--- config.mk ---
export PLATFORM = sky130hd
export DESIGN_NAME = pipe_cla_subtractor
export DESIGN_NICKNAME = d
export VERILOG_FILES = /design/src/rtl/pipe_cla_subtractor.sv
export SDC_FILE = /design/constraint.sdc
export NUM_CORES = 1
export LEC_CHECK = 0
export CORE_UTILIZATION = 53
export CTS_CLUSTER_DIAMETER = 50
export CTS_CLUSTER_SIZE = 10
export DETAILED_ROUTE_END_ITERATION = 10
export MAX_ROUTING_LAYER = met4
export PLACE_DENSITY = 0.86
export RECOVER_POWER = 100
export SLEW_MARGIN = 5
export SYNTH_ARGS = -nofsm -noshare
export SYNTH_HDL_FRONTEND = slang
export SYNTH_SLANG_ARGS = --single-unit
export TNS_END_PERCENT = 100
--- constraint.sdc ---
create_clock -name clk -period 15.9 [get_ports clk]
set_input_delay 4.77 -clock clk [delete_from_list [all_inputs] [get_ports clk]]
set_output_delay 4.77 -clock clk [all_outputs]
set_load 0.02 [all_outputs]
--- src/rtl/pipe_cla_subtractor.sv ---
// rtl/pipe_cla_subtractor.sv - two-stage pipelined carry-lookahead subtractor with valid/ready flow control
// Optional feature macro: SUB_SATURATE_EN (clamp Diff to 0 when A < B).
module pipe_cla_subtractor #(
    parameter int WIDTH = 32
) (
    input  logic             clk,
    input  logic             rst,
    input  logic             in_valid,
    output logic             in_ready,
    input  logic [WIDTH-1:0] A,
    input  logic [WIDTH-1:0] B,
    output logic             out_valid,
    input  logic             out_ready,
    output logic [WIDTH-1:0] Diff,
    output logic             Borrow,
    output logic             Zero
);

    localparam int H = WIDTH / 2;

    // Half-width lookahead adder: returns {carry_out, sum}.
    function automatic logic [H:0] cla_half(input logic [H-1:0] a,
                                            input logic [H-1:0] b,
                                            input logic         cin);
        logic [H-1:0] g;
        logic [H-1:0] p;
        logic [H:0]   c;
        g    = a & b;
        p    = a ^ b;
        c[0] = cin;
        for (int i = 0; i < H; i++) begin
            c[i+1] = g[i] | (p[i] & c[i]);
        end
        return {c[H], p ^ c[H-1:0]};
    endfunction

    // Stage-1 registers
    logic         s1_v_q;
    logic [H-1:0] s1_diff_lo_q;
    logic         s1_carry_q;
    logic [H-1:0] s1_a_hi_q;
    logic [H-1:0] s1_nb_hi_q;

    // Stage-2 (output) registers
    logic             out_valid_q;
    logic [WIDTH-1:0] diff_q;
    logic             borrow_q;
    logic             zero_q;

    // Next-state values
    logic [H:0]       lo_sum_d;
    logic [H:0]       hi_sum_d;
    logic [WIDTH-1:0] diff_d;
    logic             borrow_d;
    logic             zero_d;

    logic s2_adv;
    logic s1_adv;

    // A stage moves when its downstream slot is empty or being drained.
    assign s2_adv   = ~out_valid_q | out_ready;
    assign s1_adv   = ~s1_v_q | s2_adv;
    assign in_ready = s1_adv & ~rst;

    // Low half of A + ~B + 1 in stage 1, upper half chained off the stored carry in stage 2.
    always_comb begin
        lo_sum_d = cla_half(A[H-1:0], ~B[H-1:0], 1'b1);
        hi_sum_d = cla_half(s1_a_hi_q, s1_nb_hi_q, s1_carry_q);
        borrow_d = ~hi_sum_d[H];
        zero_d   = ({hi_sum_d[H-1:0], s1_diff_lo_q} == '0);
`ifdef SUB_SATURATE_EN
        diff_d   = borrow_d ? '0 : {hi_sum_d[H-1:0], s1_diff_lo_q};
`else
        diff_d   = {hi_sum_d[H-1:0], s1_diff_lo_q};
`endif
    end

    // Stage 1: capture low-half result and the upper operand halves on acceptance.
    always_ff @(posedge clk or posedge rst) begin
        if (rst) begin
            s1_v_q       <= 1'b0;
            s1_diff_lo_q <= '0;
            s1_carry_q   <= 1'b0;
            s1_a_hi_q    <= '0;
            s1_nb_hi_q   <= '0;
        end else if (s1_adv) begin
            s1_v_q <= in_valid;
            if (in_valid) begin
                s1_diff_lo_q <= lo_sum_d[H-1:0];
                s1_carry_q   <= lo_sum_d[H];
                s1_a_hi_q    <= A[WIDTH-1:H];
                s1_nb_hi_q   <= ~B[WIDTH-1:H];
            end
        end
    end

    // Stage 2: register the full result; holds while the consumer stalls.
    always_ff @(posedge clk or posedge rst) begin
        if (rst) begin
            out_valid_q <= 1'b0;
            diff_q      <= '0;
            borrow_q    <= 1'b0;
            zero_q      <= 1'b0;
        end else if (s2_adv) begin
            out_valid_q <= s1_v_q;
            if (s1_v_q) begin
                diff_q   <= diff_d;
                borrow_q <= borrow_d;
                zero_q   <= zero_d;
            end
        end
    end

    assign out_valid = out_valid_q;
    assign Diff      = diff_q;
    assign Borrow    = borrow_q;
    assign Zero      = zero_q;

endmodule

# Word level (Yosys, flattened, before mapping)
# Index checks and enable logic that the tools add are counted.
op_classes:
  addsub: 0
  mul: 0
  div: 0
  n_lt_le_gt_ge: 0
  eq_ne: 0
  n_shift: 0
  muxes: 0
  bitwise: 78
  reduce_logical: 3
op_table:
  columns: ["operator", "count"]
  rows:
  - ["16-bit bitwise XOR", 4]
  - ["1-bit OR", 34]
  - ["1-bit bitwise AND", 32]
  - ["16-bit bitwise AND", 2]
  - ["32-bit zero test", 1]
  - ["16-bit inverter", 2]
  - ["1-bit inverter", 4]
  - ["2-bit AND reduction", 2]
word_totals:
  register_bits: 85
  latch_bits: 0
  ram_bits: 0
  romBits: 0
  input_bits: 68
  wordCells: 90
  n_memories: 0

# Depth between registers and ports, before layout
depth:
  depth_word: 34
  ltp_mapped: 21
  ltp_nobuf: 21

# Worst setup path after synthesis
# OpenSTA, ideal clock, no wires.
synth_timing:
  kind: "input port to flip-flop"
  from: "input A[0]"
  to: "register s1_diff_lo_q[15]"
  arrival_time_ps: 10977
  setup_slack_ps: 4798
  stages: 19
  path_buffers: 0
  path_cell_list: "inv_1 -> ha_1 -> fa_1 -> fa_1 -> fa_1 -> fa_1 -> fa_1 -> fa_1 -> fa_1 -> fa_1 -> fa_1 -> fa_1 -> fa_1 -> fa_1 -> fa_1 -> fa_1 -> inv_1 -> fa_1 -> mux2_2"
synth_via:
  elab_chain_cells: 31
synth_rtl:
  columns: ["item", "line_no", "rtl"]
  rows:
  - ["from (decl)", "10", "input logic [WIDTH-1:0] A,"]
  - ["16-bit bitwise AND / 16-bit bitwise XOR (equally long branches)", "28, 29", null]
  - ["1-bit OR (*)", "32", "c[i+1] = g[i] | (p[i] & c[i]);"]
  - ["1-bit bitwise AND (*)", "32", null]
  - ["1-bit OR (*)", "32", null]
  - ["1-bit bitwise AND (*)", "32", null]
  - ["1-bit OR (*)", "32", null]
  - ["1-bit bitwise AND (*)", "32", null]
  - ["1-bit OR (*)", "32", null]
  - ["(+16 left out)", null, null]
  - ["1-bit bitwise AND (*)", "32", null]
  - ["1-bit OR (*)", "32", null]
  - ["1-bit bitwise AND (*)", "32", null]
  - ["1-bit OR (*)", "32", null]
  - ["1-bit bitwise AND (*)", "32", null]
  - ["1-bit OR (*)", "32", null]
  - ["16-bit bitwise XOR (*)", "34", "return {c[H], p ^ c[H-1:0]};"]
  - ["net lo_sum_d[15]", "51", "logic [H:0] lo_sum_d;"]
  - ["to (signal assigned)", "89", "s1_diff_lo_q <= lo_sum_d[H-1:0];"]
  - ["to (decl)", "39", "logic [H-1:0] s1_diff_lo_q;"]
# Mark *: on every way through the listed nets, which the timed path passes. The rest lies on a longest branch.
# A chain may end at the register's enable or synchronous reset.

# Worst setup path in the final report
layout_timing:
  from: "input out_ready"
  to: "output in_ready"
layout_via:
  elab_chain_cells: 3
layout_rtl:
  columns: ["item", "line_no", "rtl"]
  rows:
  - ["from (decl)", "13", "input logic out_ready,"]
  - ["1-bit OR", "61", "assign s2_adv = ~out_valid_q | out_ready;"]
  - ["1-bit OR", "62", "assign s1_adv = ~s1_v_q | s2_adv;"]
  - ["1-bit bitwise AND", "63", "assign in_ready = s1_adv & ~rst;"]
  - ["to (decl)", "9", "output logic in_ready,"]
# Every way passes these cells.

==> results.md <==
- Cts bufs inserted: 9
- Hold_ws: between 500 and 600 ps
- Avg Inst Size Synth: around 13 µm²
- Max Fclk: approximately 86 MHz
- Yosys reg bits: 85
- H-tree depth: 3
- Die height: slightly below 90 µm
- Die width: 88.97 µm
- Avg WL per Cell: ~17 µm
- Hold WC Path Type: flop to flop
- CP max FO: 17
- Worst Setup End Kind: output port
- Slew margin rel.: -1.973
- Total wire length: ~8700 µm
- Vias: around 2700
- Clk buf depth: 2
- IO Port Bufs: around 100
- CP dominant cell by count: dlygate4sd3_1
- Register Area: about 0.0021 mm²
- Critical-path cell list: dlygate4sd3_1 -> nor2b_1 -> a21oi_1 -> dlygate4sd3_1
- CTS tree: yes
- Mapped Cells: 305
- P&R area growth vs syn: 32.15%
- Die area: 0.007916 mm²
- Critical-path top delay cell: nor2b_1
- Clock period minus worst slack: roughly 12000 ps
- Slowest stage delay, CP: around 760 ps
- Pin count of the biggest net entering global routing: 86
- Antenna viol nets, final: 0
- DRT iter0 DRCs: approximately 130
- First-pass GRT wire length: roughly 14000 µm
- Clk slew on worst S/H paths: 80 ps
- Core ar.: approximately 0.0073 mm²
- DR vias/cell: approximately 5.3
- DR pass1 iterations: 4
- Gr busiest metal: met2
- Layout cell share with drive strength beyond 1: 0.1014
- Final setup vio count: 0
- Initial Util: 0.5498
- Final hold violation count: 0
- Ant. Diodes: 0
- Syn_nets: slightly above 400
- Multi-input logic area: ~0.0016 mm²
- Final std cells w/o fill: 513
- RePlAce Congestion: ~0.8
- Layout Utilization: 0.7265
- Critical Path RT: 11130 ps
- Unique masters post-synth: 23
- Post-DP HPWL: 6446 µm
- Mapped Area: ~0.004 mm²
- PwrDens: 138.7 mW/mm²
- Worst setup endpoint: in_ready
- Antenna violations before repair: 0
- Final Slew Violations: 121
- Critical R2R Capture: Zero$_DFFE_PP0P_
- Leak: around 2.3 nW
- CTS Hold Bufs: 0
- Clk Latency, worst-skew pair: around 350 ps
- Crit path launch: out_ready
- Worst Skew: between 10 and 15 ps
- Grt met1 use: 0.3139
- Outcome: finished with violations
- Reg-to-Reg Start: s1_carry_q$_DFFE_PP0P_
- GR Util met3: 0.03232
- # IOs: between 100 and 150
- Placement Rows: 31
- DR DRC count: 0
- Syn. warnings: 0
- Failing checks: capacitance limit, slew limit
- Startpoint Class: input port
- Met2 usage: 0.3979
- Post-CTS setup buffers: 0
- Max Cap Viol: 2
- Clock Sinks: 85
- Vias in the first global route: roughly 2800
- Reg2reg path depth: 21
- GR Util All Layers: 0.2445
- Final period util: 0.7352
- Cts repair resizes: 0
- Commonest non-fill, non-tap cells in the layout: dfrtp_1 (85), clkdlybuf4s50_1 (64), dlygate4sd3_1 (39)
- Commonest non-fill, non-tap cell in the layout: dfrtp_1
- GRT Residual Overflow: 0
- Final Net Count: around 510
- Setup TNS: 0 ps
- RSZ-0062 raised after global routing: no
- Worst-Margin Slew: between 4000 and 5000 ps
- Peak supply drop: around 0.067 mV
- Clk root buf: clkbuf_8
- Class of the most critical setup path: input port to output port
- Setup slack, reg-to-reg: between 8000 and 9000 ps
- Seq/Total Area, Yosys: 0.5306
- Placed Cells: a little under 500
- WP data arrival: around 7000 ps
- Fillers: 526
==> worst max-delay path: cells and delay by family <==
family	cells	cell delay, ps
buffers and inverters	2	1240
and+or+nand+nor	1	760
AOI/OAI and AO/OA	1	140
==> cells in the mapped netlist (all sizes together) <==
library cell,count,share of area
dfrtp,85,0.53
inv,37,0.035
a21oi,35,0.044
mux2,34,0.10
o21ai,33,0.041
fa,31,0.15
mux2i,14,0.035
buf,7,0.014
clkbuf,7,0.0066
nor4,7,0.011
nand2,3,0.0028
nand2b,2,0.0031
nand3,2,0.0025
nand4,2,0.0031
and2,1,0.0016
ha,1,0.0031
nand3b,1,0.0019
nor2b,1,0.0016
nor4b,1,0.0022
o31ai,1,0.0019
==> flip-flops by register name (all words and copies together), names as in the netlist <==
name          flops
Diff             32
s1_nb_hi_q       16
out_valid         1
s1_a_hi_q        16
s1_carry_q        1
Zero              1
Borrow            1
s1_diff_lo_q     16
s1_v_q            1
==> cell type report <==
class | count | area share
multi-input combinational | 169 | 0.3063
sequential | 85 | 0.4015
inverter | 37 | 0.02645
clock inverter | 5 | 0.01559
timing repair buffer | 107 | 0.1982
tap | 99 | 0.02338
clock buffer | 11 | 0.02858
==> where the power goes <==
| group | leakage [nW] | switching (W) | total, W | internal [W] |
|---|---|---|---|---|
| Clock | 0.108 | 0.0000763 | 0.000173 | 0.0000970 |
| Sequential | 0.990 | 0.0000341 | 0.000308 | 0.000274 |
| Combinational | 1.21 | 0.000131 | 0.000254 | 0.000123 |
==> layer usage <==
metal | vias up | wire length [µm]
met2 | 84 | 4518
li1 | 1234 | -
met3 | 15 | 337
met5 | - | 0
met1 | 1403 | 3660
met4 | 0 | 178
==> worst min-delay path by stage <==
stage                                          from                         to  slack (ps)  depth (start not counted)
after floorplan           s1_nb_hi_q[0]$_DFFE_PP0P_  s1_nb_hi_q[0]$_DFFE_PP0P_         490                          2
after global placement         Diff[28]$_DFFE_PP0P_       Diff[28]$_DFFE_PP0P_         490                          1
after detailed placement       Diff[31]$_DFFE_PP0P_       Diff[31]$_DFFE_PP0P_         490                          1
after CTS                      Diff[31]$_DFFE_PP0P_       Diff[31]$_DFFE_PP0P_         510                          1
after global routing           Diff[28]$_DFFE_PP0P_       Diff[28]$_DFFE_PP0P_         520                          1
final                          Diff[31]$_DFFE_PP0P_       Diff[31]$_DFFE_PP0P_         500                          1
==> kinds of logic after synthesis <==
kind of cell,count (synthesis),synth area share
adders and majority gates,32,0.1579
and+or+nand+nor,20,0.02965
muxes,48,0.1398
buffers and inverters,51,0.05524
AOI/OAI and AO/OA,69,0.08677
DFF,85,0.5306
==> through the flow <==
step	cell area [µm²]	total power, W	setup slack [ps]
global placement	5112	0.0005702	4198
finish	5298	0.0007348	4211
detailed placement	5112	0.0005828	4016
floorplan	4009	0.0004524	4798
global route	5298	0.0007735	4025
CTS	5346	0.0007564	4392
Power figures use the tool's default switching activity.
